## src/rtl/ctrl_decode_stage.sv

```systemverilog
`default_nettype none
// ============================================================================
// Module   : ctrl_decode_stage
// Purpose  : Registered RV32I opcode decoder with a valid/ready handshake.
//            Decodes the full instruction word into a 14-bit control bundle,
//            including optional M-extension and CSR classes and illegal
//            instruction detection. An accepted fence stalls further input
//            for FENCE_CYCLES cycles.
// Revision : 1.0 - initial release
// ----------------------------------------------------------------------------
// Ports:
//   clk        in   core clock
//   reset      in   synchronous, active-high reset
//   in_valid   in   instruction present
//   in_ready   out  stage can accept
//   in_instr   in   32-bit instruction word
//   flush      in   discard held output and abort any fence drain
//   out_valid  out  control bundle valid
//   out_ready  in   downstream accepts
//   out_instr  out  registered copy of the accepted instruction
//   out_ctrl   out  [0]MemtoReg [1]RegWrite [2]MemWrite [3]MemRead
//                   [4]Branch [5]ALUSrc [6]Jump [7]Jalr [8]Lui [9]Auipc
//                   [10]Fence [11]MulDiv [12]Csr [13]Illegal
//   ill_count  out  saturating count of accepted Illegal instructions
// ============================================================================
module ctrl_decode_stage #(
    parameter int ENABLE_M     = 1,
    parameter int ENABLE_CSR   = 1,
    parameter int FENCE_CYCLES = 4,
    parameter int ILL_CNT_W    = 16
) (
    input  logic                 clk,
    input  logic                 reset,
    input  logic                 in_valid,
    output logic                 in_ready,
    input  logic [31:0]          in_instr,
    input  logic                 flush,
    output logic                 out_valid,
    input  logic                 out_ready,
    output logic [31:0]          out_instr,
    output logic [13:0]          out_ctrl,
    output logic [ILL_CNT_W-1:0] ill_count
);

    // Drain counter must hold FENCE_CYCLES; keep at least one bit.
    localparam int CNT_W = (FENCE_CYCLES > 1) ? $clog2(FENCE_CYCLES + 1) : 1;

    // Control bundle bit positions
    localparam int C_MEMTOREG = 0;
    localparam int C_REGWRITE = 1;
    localparam int C_MEMWRITE = 2;
    localparam int C_MEMREAD  = 3;
    localparam int C_BRANCH   = 4;
    localparam int C_ALUSRC   = 5;
    localparam int C_JUMP     = 6;
    localparam int C_JALR     = 7;
    localparam int C_LUI      = 8;
    localparam int C_AUIPC    = 9;
    localparam int C_FENCE    = 10;
    localparam int C_MULDIV   = 11;
    localparam int C_CSR      = 12;
    localparam int C_ILLEGAL  = 13;

    localparam logic [6:0] OPC_LOAD   = 7'b0000011;
    localparam logic [6:0] OPC_STORE  = 7'b0100011;
    localparam logic [6:0] OPC_BRANCH = 7'b1100011;
    localparam logic [6:0] OPC_OPIMM  = 7'b0010011;
    localparam logic [6:0] OPC_OP     = 7'b0110011;
    localparam logic [6:0] OPC_LUI    = 7'b0110111;
    localparam logic [6:0] OPC_AUIPC  = 7'b0010111;
    localparam logic [6:0] OPC_JAL    = 7'b1101111;
    localparam logic [6:0] OPC_JALR   = 7'b1100111;
    localparam logic [6:0] OPC_FENCE  = 7'b0001111;
    localparam logic [6:0] OPC_SYSTEM = 7'b1110011;

    typedef enum logic [0:0] {
        ST_RUN   = 1'b0,
        ST_DRAIN = 1'b1
    } state_t;

    state_t               state_q,  state_d;
    logic [CNT_W-1:0]     cnt_q,    cnt_d;
    logic                 valid_q,  valid_d;
    logic [31:0]          instr_q,  instr_d;
    logic [13:0]          ctrl_q,   ctrl_d;
    logic [ILL_CNT_W-1:0] ill_q,    ill_d;

    logic [13:0]          dec;
    logic                 accept;

    wire  [6:0]           opcode = in_instr[6:0];
    wire  [2:0]           funct3 = in_instr[14:12];
    wire  [6:0]           funct7 = in_instr[31:25];

    // ------------------------------------------------------------------
    // Instruction decode
    // ------------------------------------------------------------------
    always_comb begin
        dec = '0;
        case (opcode)
            OPC_LOAD: begin
                dec[C_MEMTOREG] = 1'b1;
                dec[C_REGWRITE] = 1'b1;
                dec[C_MEMREAD]  = 1'b1;
                dec[C_ALUSRC]   = 1'b1;
            end
            OPC_STORE: begin
                dec[C_MEMWRITE] = 1'b1;
                dec[C_ALUSRC]   = 1'b1;
            end
            OPC_BRANCH: dec[C_BRANCH] = 1'b1;
            OPC_OPIMM: begin
                dec[C_REGWRITE] = 1'b1;
                dec[C_ALUSRC]   = 1'b1;
            end
            OPC_OP: begin
                dec[C_REGWRITE] = 1'b1;
                if (funct7 == 7'b0000001) begin
                    if (ENABLE_M != 0) dec[C_MULDIV]  = 1'b1;
                    else               dec[C_ILLEGAL] = 1'b1;
                end
            end
            OPC_LUI: begin
                dec[C_REGWRITE] = 1'b1;
                dec[C_ALUSRC]   = 1'b1;
                dec[C_LUI]      = 1'b1;
            end
            OPC_AUIPC: begin
                dec[C_REGWRITE] = 1'b1;
                dec[C_ALUSRC]   = 1'b1;
                dec[C_AUIPC]    = 1'b1;
            end
            OPC_JAL: begin
                dec[C_REGWRITE] = 1'b1;
                dec[C_JUMP]     = 1'b1;
            end
            OPC_JALR: begin
                dec[C_REGWRITE] = 1'b1;
                dec[C_ALUSRC]   = 1'b1;
                dec[C_JUMP]     = 1'b1;
                dec[C_JALR]     = 1'b1;
            end
            OPC_FENCE: dec[C_FENCE] = 1'b1;
            OPC_SYSTEM: begin
                // ecall/ebreak (funct3==0) pass through as a NOP
                if (ENABLE_CSR == 0) begin
                    dec[C_ILLEGAL] = 1'b1;
                end else if (funct3 != 3'b000) begin
                    dec[C_CSR]      = 1'b1;
                    dec[C_REGWRITE] = 1'b1;
                end
            end
            default: dec[C_ILLEGAL] = 1'b1;
        endcase
        // An illegal instruction must not trigger any side effect downstream
        if (dec[C_ILLEGAL]) begin
            dec[12:0] = '0;
        end
    end

    // ------------------------------------------------------------------
    // Handshake
    // ------------------------------------------------------------------
    assign in_ready = (state_q == ST_RUN) && (!valid_q || out_ready) && !flush;
    assign accept   = in_valid && in_ready;

    // ------------------------------------------------------------------
    // Next-state logic
    // ------------------------------------------------------------------
    always_comb begin
        state_d = state_q;
        cnt_d   = cnt_q;
        valid_d = valid_q;
        instr_d = instr_q;
        ctrl_d  = ctrl_q;
        ill_d   = ill_q;

        if (accept) begin
            valid_d = 1'b1;
            instr_d = in_instr;
            ctrl_d  = dec;
            if (dec[C_ILLEGAL] && (ill_q != '1)) begin
                ill_d = ill_q + ILL_CNT_W'(1);
            end
        end else if (out_ready) begin
            valid_d = 1'b0;
        end

        // Counter holds the remaining stall cycles; leaving DRAIN on the
        // cycle after it reads 1 gives exactly FENCE_CYCLES stalled cycles.
        case (state_q)
            ST_RUN: begin
                if (accept && dec[C_FENCE] && (FENCE_CYCLES > 0)) begin
                    state_d = ST_DRAIN;
                    cnt_d   = CNT_W'(FENCE_CYCLES);
                end
            end
            ST_DRAIN: begin
                if (cnt_q <= CNT_W'(1)) begin
                    state_d = ST_RUN;
                    cnt_d   = '0;
                end else begin
                    cnt_d   = cnt_q - CNT_W'(1);
                end
            end
            default: begin
                state_d = ST_RUN;
                cnt_d   = '0;
            end
        endcase

        // Flush drops the held bundle and aborts the drain; in_ready is
        // already low so no accept happens this cycle.
        if (flush) begin
            valid_d = 1'b0;
            state_d = ST_RUN;
            cnt_d   = '0;
        end
    end

    // ------------------------------------------------------------------
    // State registers
    // ------------------------------------------------------------------
    always_ff @(posedge clk) begin
        if (reset) begin
            state_q <= ST_RUN;
            cnt_q   <= '0;
            valid_q <= 1'b0;
            instr_q <= '0;
            ctrl_q  <= '0;
            ill_q   <= '0;
        end else begin
            state_q <= state_d;
            cnt_q   <= cnt_d;
            valid_q <= valid_d;
            instr_q <= instr_d;
            ctrl_q  <= ctrl_d;
            ill_q   <= ill_d;
        end
    end

    assign out_valid = valid_q;
    assign out_instr = instr_q;
    assign out_ctrl  = ctrl_q;
    assign ill_count = ill_q;

endmodule
`default_nettype wire
```

## config.mk

```make
export PLATFORM = sky130hd
export DESIGN_NAME = ctrl_decode_stage
export DESIGN_NICKNAME = d
export VERILOG_FILES = /design/src/rtl/ctrl_decode_stage.sv
export SDC_FILE = /design/constraint.sdc
export NUM_CORES = 1
export LEC_CHECK = 0
export ABC_AREA = 1
export ABC_CLOCK_PERIOD_IN_PS = 1400
export BUFFER_PORTS_ARGS = -buffer_cell sky130_fd_sc_hd__buf_2
export CAP_MARGIN = 15
export CORE_AREA = 2 2 105 107
export DETAILED_ROUTE_END_ITERATION = 6
export DIE_AREA = 0 0 107 109
export PLACE_DENSITY = 0.51
export SLEW_MARGIN = 30
export SYNTH_ARGS = -nofsm -noshare
export SYNTH_HDL_FRONTEND = slang
export SYNTH_SLANG_ARGS = --single-unit
```

## constraint.sdc

```tcl
create_clock -name clk -period 1.4 [get_ports clk]
set_input_delay 0.07 -clock clk [delete_from_list [all_inputs] [get_ports clk]]
set_output_delay 0.07 -clock clk [all_outputs]
set_load 0.03 [all_outputs]
```

Word-level counts from Yosys, hierarchy flattened:

Cells that the tools add are included.

* input bits: 37
* word-level logic and storage cells: 64
* flip-flop bits (word level): 67

* $add $sub $neg: 2
* reductions and logical operators: 16
* magnitude comparators: 1
* eq/ne operators: 14
* bitwise gates (word level): 1
* multiplexer cells: 24

Operators with widths (count)
* equality test 7 bit (second input constant): 4
* equality test 7 x 6 -> 1 bit (second input constant): 3
* two-way mux 1 bit: 18
* adder 16 x 1 -> 16 bit (second input constant): 1
* != test 16 bit (second input constant): 1
* equality test 7 x 5 -> 1 bit (second input constant): 2
* two-way mux 13 bit: 1
* OR reduction 11 bit: 1
* equality test 7 x 1 -> 1 bit (second input constant): 1
* equality test 7 x 2 -> 1 bit (second input constant): 1
* equality test 7 x 4 -> 1 bit (second input constant): 1
* OR reduction 7 bit: 1
* two-way mux 3 bit: 2
* one-hot mux 3 bit (2 select lines): 1
* OR reduction 6 bit: 1
* logical AND 1 bit: 5
* one-hot mux 1 bit (2 select lines): 2
* OR reduction 2 bit: 2
* <= comparator 3 x 1 -> 1 bit (second input constant): 1
* nonzero test 3 bit: 1
* subtractor 3 x 1 -> 3 bit (second input constant): 1
* logical NOT 1 bit: 2
* != test 2 x 1 -> 1 bit (second input constant): 1
* AND reduction 2 bit: 1
* 3 further kinds: 3

Depth between registers and ports, before layout:

* depth in word-level cells: 8
* mapped depth: 11
* depth with buffers taken out: 11

Worst setup path after synthesis:

OpenSTA, ideal clock, no wires.

* kind: reg-to-reg
* from: register valid_q, in the netlist out_valid
* to: register ill_q[7], in the netlist ill_count[7]
* cell stages (with the launch flop): 10
* path slack: -533 ps
* required time: 1332 ps
* buffers on the path: 2
* setup time: 68 ps
* clock period less this slack: 1933 ps
* arrival time: 1866 ps
* path through: dfxtp_1 > inv_1 > nor2_1 > nor3_2 > nand2_1 > inv_2 > buf_2 > buf_4 > nand4_1 > a21oi_2

* longest elaborated chain between the ends: 6

Ends and longest elaborated chain
* start: declaration: line 83 `logic valid_q, valid_d;`
* start signal: assignment: line 235 `valid_q <= valid_d;`
* logical NOT 1 bit: line 164 `assign in_ready = (state_q == ST_RUN) && (!valid_q || out_ready) && !flush;`
* logical OR 1 bit: line 164
* logical AND 1 bit (2 in a row): line 164
* net in_ready: line 35 `output logic in_ready,`
* logical AND 1 bit: line 165 `assign accept = in_valid && in_ready;`
* AND reduction 2 bit (no source line)
* end signal: assignment: line 238 `ill_q <= ill_d;`
* end: declaration: line 86 `logic [ILL_CNT_W-1:0] ill_q, ill_d;`

The timed path passes the listed nets, and every way through them passes these cells.
A chain may end at the register's enable or synchronous reset.

Worst setup path after layout:

* from: register ill_q[0], in the netlist ill_count[0]
* to: register ill_q[15], in the netlist ill_count[15]

* longest elaborated chain between the ends: 3
* elaborated cells on any way between the ends: 4
* those cells by class: add/sub: 1; eq/ne: 1; reduce/logical: 2

Ends and longest elaborated chain
* branches (longest 3 deep; another with adder 16 x 1 -> 16 bit)

Parallel ways; which one is timed is not known.

==> flow_metrics.py <==
metrics = {
    "floorplanning": {
        "die_w_um": 107,
        "coreArea_um2": 10600,
        "start_util_pct": 28.9,
        "die_y_um": 109,
        "num_rows": 38,
        "design.die.area_um2": 11700,
        "ioPinCount": 101,
    },
    "cells_and_area": {
        "syn_to_final_growth_pct": 59.4,
        "drive_gt1_share_pct": 40.0,
        "design.final.nets": 645,
        "fin_util_pct": 46.1,
        "n_antenna_cell": 0,
    },
    "yosys": {
        "synth_cell_types": 32,
        "ys.flop_type": "dfxtp_1",
        "ys_ff_latch": 66,
        "avgSynthCellArea_um2": 7.09,
        "syn-cell-area_um2": 3060,
        "synth_cells": 432,
        "syn_nets": 472,
        "synth-edff-count": 0,
        "synthArstFlopShare_pct": 0,
        "yosysWarnings": 0,
        "ys_seq_area_share_pct": 43.1,
    },
    "min_path": {
        "hp-class": "input port to flip-flop",
        "hold_end": "out_instr[3]$_SDFFE_PP0P_",
        "worstHoldStart": "in_instr[3]",
        "hold_depth": 3,
    },
    "setup_path": {
        "crit_fanout": 7,
        "crit_chain": "ha_4 -> nand2_4 -> inv_4 -> nand3_4 -> nor2_4 -> nand3_4 -> buf_4 -> nand4_1 -> a21oi_2",
        "cp.arrival_ns": 1.68,
        "reg2reg_depth": 9,
        "crit_type": "flip-flop to flip-flop",
        "timing.rr.end": "ill_count[15]$_SDFFE_PP0P_",
        "crit_path_end_kind": "flip-flop",
        "cpMostUsedCell": "nand3_4",
        "cp.depth": 9,
        "cp.buffers_inverters": 2,
        "worst_setup_path_start_kind": "flip-flop",
        "r2r-start": "ill_count[0]$_SDFFE_PP0P_",
        "crit_required_ns": 1.63,
        "r2r_setup_slack_ns": -0.05,
        "crit_slowest_cell": "dfxtp_4",
        "slowest_delay_ns": 0.36,
        "cp_top_family": "simple AND/OR/NAND/NOR gates",
    },
    "timing": {
        "final.period_utilization_pct": 104,
        "worst_slack_ns": -0.0520,
        "worst_pin_slew_ns": 0.484,
        "setup_viol": 19,
        "post-route-min-period_ns": 1.45,
        "finalHoldViolCount": 0,
        "hold_ws_ns": 0.0221,
        "relSlewSlack_pct": 67.8,
        "max_freq_mhz": 689,
        "slew_violations": 0,
        "rsz0062_at_grt": "true",
        "finClkSkew_ns": 0.00790,
    },
    "routing": {
        "wl_per_cell_um": 13.0,
        "vias": 3436,
        "route.detailed.drc": 0,
        "top_layer": "met4",
        "vias_per_cell": 4.58,
        "first_pass_iters": 4,
        "antenna_left": 0,
        "wl_met2_mm": 4.70,
        "dr.first_iter.drc_count": 141,
        "wirelength_mm": 9.77,
        "wl_met1_mm": 4.44,
        "met3_length_um": 464,
    },
    "clock_network": {
        "cts-root-buf": "clkbuf_8",
        "clock_sinks": 66,
        "cts_tree": "built",
        "h-tree-depth": 3,
        "cts_buffers": 9,
        "clock_path_buffers": 2,
        "clkLatencyLatePin_ns": 0.35,
        "clkTransAtPathRegs_ns": 0.08,
    },
    "place": {
        "hpwlAfterDp_mm": 6.55,
        "gp_congestion": 0.857,
        "io_buffer_count": 100,
    },
    "power": {
        "p_total_mw": 4.64,
        "power.density_nw_per_um2": 950,
        "ir_drop_uv": 468,
        "power.leakage_nw": 2.16,
    },
    "global_route": {
        "grt_pass1_wl_mm": 15.5,
        "grt_antenna_before_repair": 0,
        "grtUsageTotal_pct": 17.0,
        "gr-total-overflow": 0,
        "grt_pass1_vias": 3267,
        "grt_max_degree": 31,
    },
    "flow_run": {
        "maxCapViolCount": 0,
    },
    "run_status": {
        "violations": "negative setup slack",
        "outcome": "finished with violations",
    },
}
[worst register-to-register path: stages (launching register included)]
cell     delay (ns)
dfxtp_4        0.36
ha_4           0.14
nand2_4        0.06
inv_4          0.06
nand3_4        0.06
nor2_4         0.15
nand3_4        0.13
buf_4          0.19
nand4_1        0.11
a21oi_2        0.06
[where the power goes]
| part | internal, mW | total, mW | switching (mW) |
|---|---|---|---|
| clock network | 1.28 | 2.05 | 0.767 |
| logic | 0.249 | 0.628 | 0.379 |
| registers | 1.93 | 1.96 | 0.0308 |
| total | 3.46 | 4.64 | 1.18 |
[per-layer routing]
| metal | vias up | track usage [%] |
|---|---|---|
| met1 | 1589 | 20.7 |
| met4 | 0 | 7.70 |
| met3 | 14 | 4.30 |
| met2 | 81 | 28.5 |
| met5 | - | 0 |
| li1 | 1752 | - |
[Yosys cell counts (2+ instances only)]
master      n  share of area (%)
buf_4       4               0.98
dfxtp_1    66                 43
xor2_1      5                1.4
nor2_1     38                4.7
nor3_1      7                1.1
o21ai_0    10                1.6
nand3_1    10                1.6
nor2_2      3               0.61
nand2_1   135                 17
buf_2       6               0.98
a21oi_1    60                9.8
clkbuf_1   11                1.3
nand3_2     2               0.65
inv_1      30                3.7
xnor2_1     4                1.1
nand4_1    19                3.9
ha_1        3                1.2
nand2_2     2               0.41
inv_2       3               0.37
a21oi_2     2               0.57
[cells by family after synthesis]
logic type      count (synthesis)  share of synthesized area [%]
simple gates                  225                           32.9
compound gates                 74                           12.5
flops                          66                           43.1
buf+inv                        55                           7.72
xor+xnor                        9                           2.57
fa+ha+maj                       3                           1.23
[metrics by stage]
| step | instances | setup TNS [ns] | setup slack, ns | area [um^2] |
|---|---|---|---|---|
| 4_1_cts | 745 | -0.169 | -0.0209 | 4690 |
| 2_1_floorplan | 432 | -10.86 | -0.203 | 3130 |
| 6_report | 750 | -0.474 | -0.0520 | 4880 |
| 3_3_place_gp | 699 | -0.356 | -0.0451 | 4080 |
| 5_1_grt | 750 | -3.72 | -0.123 | 4880 |
| 3_5_place_dp | 699 | -0.727 | -0.0772 | 4080 |
[area by class of cell]
type                            count  area (um^2)
Clock buffer                       12          155
Clock inverter                      4         96.3
Fill cell                        1037         5720
Inverter                           33          131
Multi-Input combinational cell    312         1700
Sequential cell                    66         1350
Tap cell                          140          175
Timing Repair Buffer              183         1280
[timing repair]
item	4_1_cts	5_1_grt
hold endpoints to repair	27	0
hold buffers	27	0
resized for setup	10	46
setup endpoints to repair	35	60
gates cloned	2	1
setup buffers	1	4
pin swaps	5	23
[worst max-delay path by stage]
stage | end | slack [ns] | from
6_report | ill_count[15]$_SDFFE_PP0P_ | -0.05 | ill_count[0]$_SDFFE_PP0P_
5_1_grt | ill_count[15]$_SDFFE_PP0P_ | -0.12 | ill_count[0]$_SDFFE_PP0P_
4_1_cts | ill_count[7]$_SDFFE_PP0P_ | -0.02 | out_valid$_SDFFE_PP0P_
3_5_place_dp | ill_count[14]$_SDFFE_PP0P_ | -0.08 | ill_count[1]$_SDFFE_PP0P_
3_3_place_gp | ill_count[0]$_SDFFE_PP0P_ | -0.05 | ill_count[1]$_SDFFE_PP0P_
2_1_floorplan | ill_count[7]$_SDFFE_PP0P_ | -0.20 | out_valid$_SDFFE_PP0P_
[flip-flops by register name, summed over array words and instances (netlist names)]
register / flops
cnt_q: 3
out_valid: 1
out_instr: 32
out_ctrl: 13
ill_count: 16
state_q: 1
[placed cells by master (no fill, tap or decap), types with 6 or more instances in the layout]
cell / n
clkbuf_8: 11
buf_2: 100
nand2_2: 14
nor2_2: 6
buf_4: 48
dlygate4sd3_1: 27
nand4_1: 19
nand2_1: 122
dfxtp_2: 11
nor3_1: 7
a21oi_2: 14
nand3_1: 9
nor2_1: 31
inv_1: 26
a21oi_1: 48
dfxtp_1: 52
o21ai_0: 9
(Power assumes the default switching activity.)
